## src/rtl/alu_pkg.sv

```systemverilog
// rtl/alu_pkg.sv - shared opcodes, flags-byte layout and interface state encoding for the UART ALU
package alu_pkg;

    localparam logic [5:0] OP_ADD = 6'b100000;
    localparam logic [5:0] OP_SUB = 6'b100010;
    localparam logic [5:0] OP_AND = 6'b100100;
    localparam logic [5:0] OP_OR  = 6'b100101;
    localparam logic [5:0] OP_XOR = 6'b100110;
    localparam logic [5:0] OP_NOR = 6'b100111;
    localparam logic [5:0] OP_SRL = 6'b000010;
    localparam logic [5:0] OP_SRA = 6'b000011;

    localparam int FLG_ZERO  = 0;
    localparam int FLG_OVF   = 1;
    localparam int FLG_CARRY = 2;

    localparam logic [2:0] ST_A        = 3'd0;
    localparam logic [2:0] ST_B        = 3'd1;
    localparam logic [2:0] ST_OP       = 3'd2;
    localparam logic [2:0] ST_CALC     = 3'd3;
    localparam logic [2:0] ST_TX_RES   = 3'd4;
    localparam logic [2:0] ST_WAIT_RES = 3'd5;
    localparam logic [2:0] ST_TX_FLG   = 3'd6;
    localparam logic [2:0] ST_WAIT_FLG = 3'd7;

    typedef enum logic [2:0] {
        S_A        = ST_A,
        S_B        = ST_B,
        S_OP       = ST_OP,
        S_CALC     = ST_CALC,
        S_TX_RES   = ST_TX_RES,
        S_WAIT_RES = ST_WAIT_RES,
        S_TX_FLG   = ST_TX_FLG,
        S_WAIT_FLG = ST_WAIT_FLG
    } state_t;

endpackage

```

## src/rtl/alu_uart_intf.sv

```systemverilog
// rtl/alu_uart_intf.sv - sequences A/B/OP bytes from uart_rx into the alu and returns result and flags bytes via uart_tx
module alu_uart_intf
    import alu_pkg::*;
#(
    parameter int NB_DATA = 8,
    parameter int NB_OP   = 6
) (
    input  logic               clk,
    input  logic               reset,
    input  logic [NB_DATA-1:0] i_rx_data,
    input  logic               i_rx_done,
    input  logic               i_tx_done,
    output logic               o_tx_start,
    output logic [NB_DATA-1:0] o_tx_data,
    output logic [NB_DATA-1:0] o_datoA,
    output logic [NB_DATA-1:0] o_datoB,
    output logic [NB_OP-1:0]   o_operacion,
    input  logic [NB_DATA-1:0] i_resultado,
    input  logic               i_zero,
    input  logic               i_overflow,
    input  logic               i_carry,
    output logic               o_busy
);

    if (NB_DATA != 8) begin : g_cfg_err
        $error("alu_uart_intf: NB_DATA must be 8");
    end

    state_t             state;
    state_t             state_next;
    logic [NB_DATA-1:0] dato_a;
    logic [NB_DATA-1:0] dato_b;
    logic [NB_OP-1:0]   operacion;
    logic [NB_DATA-1:0] tx_data;
    logic [NB_DATA-1:0] flg_reg;
    logic [NB_DATA-1:0] flags_byte;
    logic               tx_start;
    logic               busy;

    always_comb begin
        flags_byte            = '0;
        flags_byte[FLG_ZERO]  = i_zero;
        flags_byte[FLG_OVF]   = i_overflow;
        flags_byte[FLG_CARRY] = i_carry;
    end

    // tx_data doubles as the result holding register: it is loaded in S_CALC and
    // only switches to the flags byte once uart_tx acknowledges the result byte.
    always_ff @(posedge clk) begin
        if (reset) begin
            state     <= S_A;
            dato_a    <= '0;
            dato_b    <= '0;
            operacion <= '0;
            tx_data   <= '0;
            flg_reg   <= '0;
        end else begin
            state <= state_next;
            case (state)
                S_A:        if (i_rx_done) dato_a <= i_rx_data;
                S_B:        if (i_rx_done) dato_b <= i_rx_data;
                S_OP:       if (i_rx_done) operacion <= i_rx_data[NB_OP-1:0];
                S_CALC: begin
                    tx_data <= i_resultado;
                    flg_reg <= flags_byte;
                end
                S_WAIT_RES: if (i_tx_done) tx_data <= flg_reg;
                default: ;
            endcase
        end
    end

    always_comb begin
        state_next = state;
        tx_start   = 1'b0;
        busy       = 1'b1;
        case (state)
            S_A: begin
                busy = 1'b0;
                if (i_rx_done) state_next = S_B;
            end
            S_B: begin
                busy = 1'b0;
                if (i_rx_done) state_next = S_OP;
            end
            S_OP: begin
                busy = 1'b0;
                if (i_rx_done) state_next = S_CALC;
            end
            S_CALC:     state_next = S_TX_RES;
            S_TX_RES: begin
                tx_start   = 1'b1;
                state_next = S_WAIT_RES;
            end
            S_WAIT_RES: if (i_tx_done) state_next = S_TX_FLG;
            S_TX_FLG: begin
                tx_start   = 1'b1;
                state_next = S_WAIT_FLG;
            end
            S_WAIT_FLG: if (i_tx_done) state_next = S_A;
            default:    state_next = S_A;
        endcase
    end

    assign o_tx_start  = tx_start;
    assign o_tx_data   = tx_data;
    assign o_datoA     = dato_a;
    assign o_datoB     = dato_b;
    assign o_operacion = operacion;
    assign o_busy      = busy;

endmodule

```

## config.mk

```make
export PLATFORM = sky130hd
export DESIGN_NAME = alu_uart_intf
export DESIGN_NICKNAME = d
export VERILOG_FILES = /design/src/rtl/alu_pkg.sv /design/src/rtl/alu_uart_intf.sv
export SDC_FILE = /design/constraint.sdc
export NUM_CORES = 1
export LEC_CHECK = 0
export ABC_CLOCK_PERIOD_IN_PS = 2470
export CAP_MARGIN = 20
export CELL_PAD_IN_SITES_DETAIL_PLACEMENT = 1
export CELL_PAD_IN_SITES_GLOBAL_PLACEMENT = 1
export CORE_MARGIN = 2
export CORE_UTILIZATION = 31
export DETAILED_ROUTE_END_ITERATION = 7
export PLACE_DENSITY_LB_ADDON = 0.15
export SETUP_SLACK_MARGIN = 0.05
export SLEW_MARGIN = 10
export SYNTH_ARGS = -nofsm -noshare
export SYNTH_HDL_FRONTEND = slang
export SYNTH_SLANG_ARGS = --single-unit
```

## constraint.sdc

```tcl
create_clock -name clk -period 2.47 [get_ports clk]
set_input_delay 0.6175 -clock clk [delete_from_list [all_inputs] [get_ports clk]]
set_output_delay 0.6175 -clock clk [all_outputs]
set_load 0.03 [all_outputs]
```

==> key figures <==
Clocking
  • Clock Pin Slew Worst Setup and Hold Paths: 0.06 ns
  • Post-CTS sizing: 0
  • Root buffer cell: clkbuf_8
  • CTS Hold Bufs: 0
  • CTS Sinks: 36
  • Postcts setup bufs: 0
  • CTS Buffer Depth: 2
  • CTS tree: done
  • CTS H-tree lvls: 2
  • TritonCTS buffer count: 5
  • Worst skew pair latency: 0.28 ns

STA
  • FMAX: 446 MHz
  • RSZ-0062 raised after global routing: false
  • Worst Skew: 0.00331 ns
  • Finish-stage setup viols: 0
  • Slew of the pin with the lowest slew margin: 0.548 ns
  • Fin. Hold Viols: 0
  • Slew headroom: 0.634
  • Crit path time final: 2.24 ns
  • Max Slew Vio Count: 0
  • Fin crit share: 0.908
  • Final setup margin: 0.226 ns
  • Post-route setup TNS: 0 ns

Synth
  • Syn_nets: 177
  • Yosys cell types: 32
  • Syn avg cell area: 9.24 µm²
  • Synth Register Bits: 36
  • Seq/Total Area, Yosys: 0.507
  • Area of the mapped netlist: between 1000 and 1500 µm²
  • Synth warn: 0
  • Mapped Cells: 154

Floorplanning
  • Area of the core: roughly 4400 µm²
  • Row count: 24
  • Io pins: 55
  • Die Span X: 71.7 µm
  • Initial core utilization: 0.324
  • Die Area: 5150 µm²
  • Die height: 71.7 µm

Cells and area
  • Non-filler cells, final: 259
  • Layout cells sized above 1: 0.0725
  • Storage cell area: 722 µm²
  • Final #Nets: 229
  • Area of the multi-input gates: 627 µm²
  • Layout area overhead: 45.6%
  • # diodes: 0
  • Fin util: 0.472
  • Filler instances: 515
  • Commonest non-fill, non-tap cells in the layout: clkdlybuf4s50_1, dfxtp_1, nand2_1, a21oi_1, nor2_1
  • Commonest non-fill, non-tap cell in the layout: clkdlybuf4s50_1

Placement
  • DP Cell Count: around 250
  • Pre-CTS setup slack: 0.275 ns
  • Post-DP HPWL: 2880 µm
  • GP Congestion: 0.715
  • I/O Buffers: 54

Power and ir drop
  • Clock power frac: 0.342
  • Switch share: 0.256
  • NetSw: 317 µW
  • Power Total: 1240 µW
  • PwrDens: 599 nW/µm²
  • Total leakage power: about 0.00075 µW
  • Combinational power share: 0.162
  • Peak VDD IR: 257 µV
  • Cell Int Power: 923 µW
  • Register share of total power: 0.497

Detailed routing
  • WL/cell: 14.8 µm
  • DR vias: 1257
  • DR pass1 iterations: 4
  • Routed Wire Length: 3820 µm
  • Vias per std cell: 4.85
  • DRC viols: 0
  • Initial DRC Count: 24
  • Antenna-violating nets left: 0

Critical path
  • Crit path capture type: primary output
  • Startpoint Class: flop
  • Kind of critical path: reg2out
  • Req. time, crit path: 1.85 ns
  • Max Fanout on Critical Path: 15
  • Crit path DAT: ~1.6 ns

Hold path
  • Hold Crit Class: reg2reg

Global routing
  • GRT overflow: 0
  • Largest net degree at the start of global routing: 23
  • Initial antenna violation count: 0
  • Total GRT Usage: 0.156
  • Vias in the first global route: 1270
  • Global-route wire length before repair: 6240 µm

Run
  • Max Cap Viol: 0

Status
  • Status: completed
## cells in the mapped netlist
library cell	instances	area share
dfxtp_1	36	0.51
nand2_1	33	0.087
a21oi_1	17	0.060
nor2_1	16	0.042
mux2i_1	9	0.063
a22o_1	5	0.031
buf_4	4	0.021
clkbuf_1	3	0.0079
nor3_1	3	0.011
nor4_1	3	0.013
and4bb_1	2	0.018
buf_2	2	0.0070
nand3b_1	2	0.011
a21o_1	1	0.0053
a221oi_1	1	0.0062
a31oi_1	1	0.0044
a41oi_1	1	0.0062
and2_1	1	0.0044
and3b_2	1	0.0070
and4b_2	1	0.0079
buf_1	1	0.0026
buf_6	1	0.0079
clkbuf_2	1	0.0035
inv_1	1	0.0026
nand4b_1	1	0.0062
nand4bb_1	1	0.0079
nor2_2	1	0.0044
nor2b_1	1	0.0044
nor3_4	1	0.011
nor4b_1	1	0.0062
nor4b_4	1	0.017
or4b_1	1	0.0070
## critical path, cell delays in order, from the launching register on
cell	delay [ns]
dfxtp_2	0.49
nor2b_1	0.18
clkdlybuf4s50_1	0.68
## cells by family after synthesis
logic type      share of synthesized area
mux                                0.0633
flops                               0.507
buf+inv                            0.0528
simple gates                        0.265
compound gates                      0.113
## area by class of cell
type / instances / share of cell area
Tap cell: 52 / 0.0314
Timing Repair Buffer: 57 / 0.272
Sequential cell: 36 / 0.349
Inverter: 1 / 0.00181
Multi-Input combinational cell: 105 / 0.303
Clock buffer: 8 / 0.0435
## metal layers
metal	vias up	part of all wire	GRT usage
met4	0	0.014	0.0503
met2	32	0.46	0.249
met3	5	0.052	0.0506
met5	-	0	0
met1	586	0.47	0.199
li1	634	-	-
## metrics by stage
stage	hold WS (ns)	area, µm²
final	0.455	2070
after global routing	0.487	2070
after CTS	0.457	2070
after detailed placement	0.448	1980
after global placement	0.445	1980
after floorplan	0.461	1420
## power by group through the flow
| stage | combinational [µW] | clock [µW] | sequential (µW) |
|---|---|---|---|
| 2_1_floorplan | 74.4 | 0 | 663 |
| 3_3_place_gp | 196 | 0 | 629 |
| 3_5_place_dp | 202 | 0 | 630 |
| 4_1_cts | 203 | 442 | 616 |
| 5_1_grt | 215 | 473 | 619 |
| 6_report | 200 | 424 | 616 |
## path summary, 6_finish.rpt
check	to	start	cells after the start	slack (ns)
hold reg to reg	o_datoB[7]	o_datoB[7]	2	0.46
setup reg to reg	o_datoA[5]	state[1]	4	0.95
setup / recovery	o_tx_start	state[2]	2	0.23
hold / removal	o_datoB[7]	o_datoB[7]	2	0.46
Power figures use the tool's default switching activity.
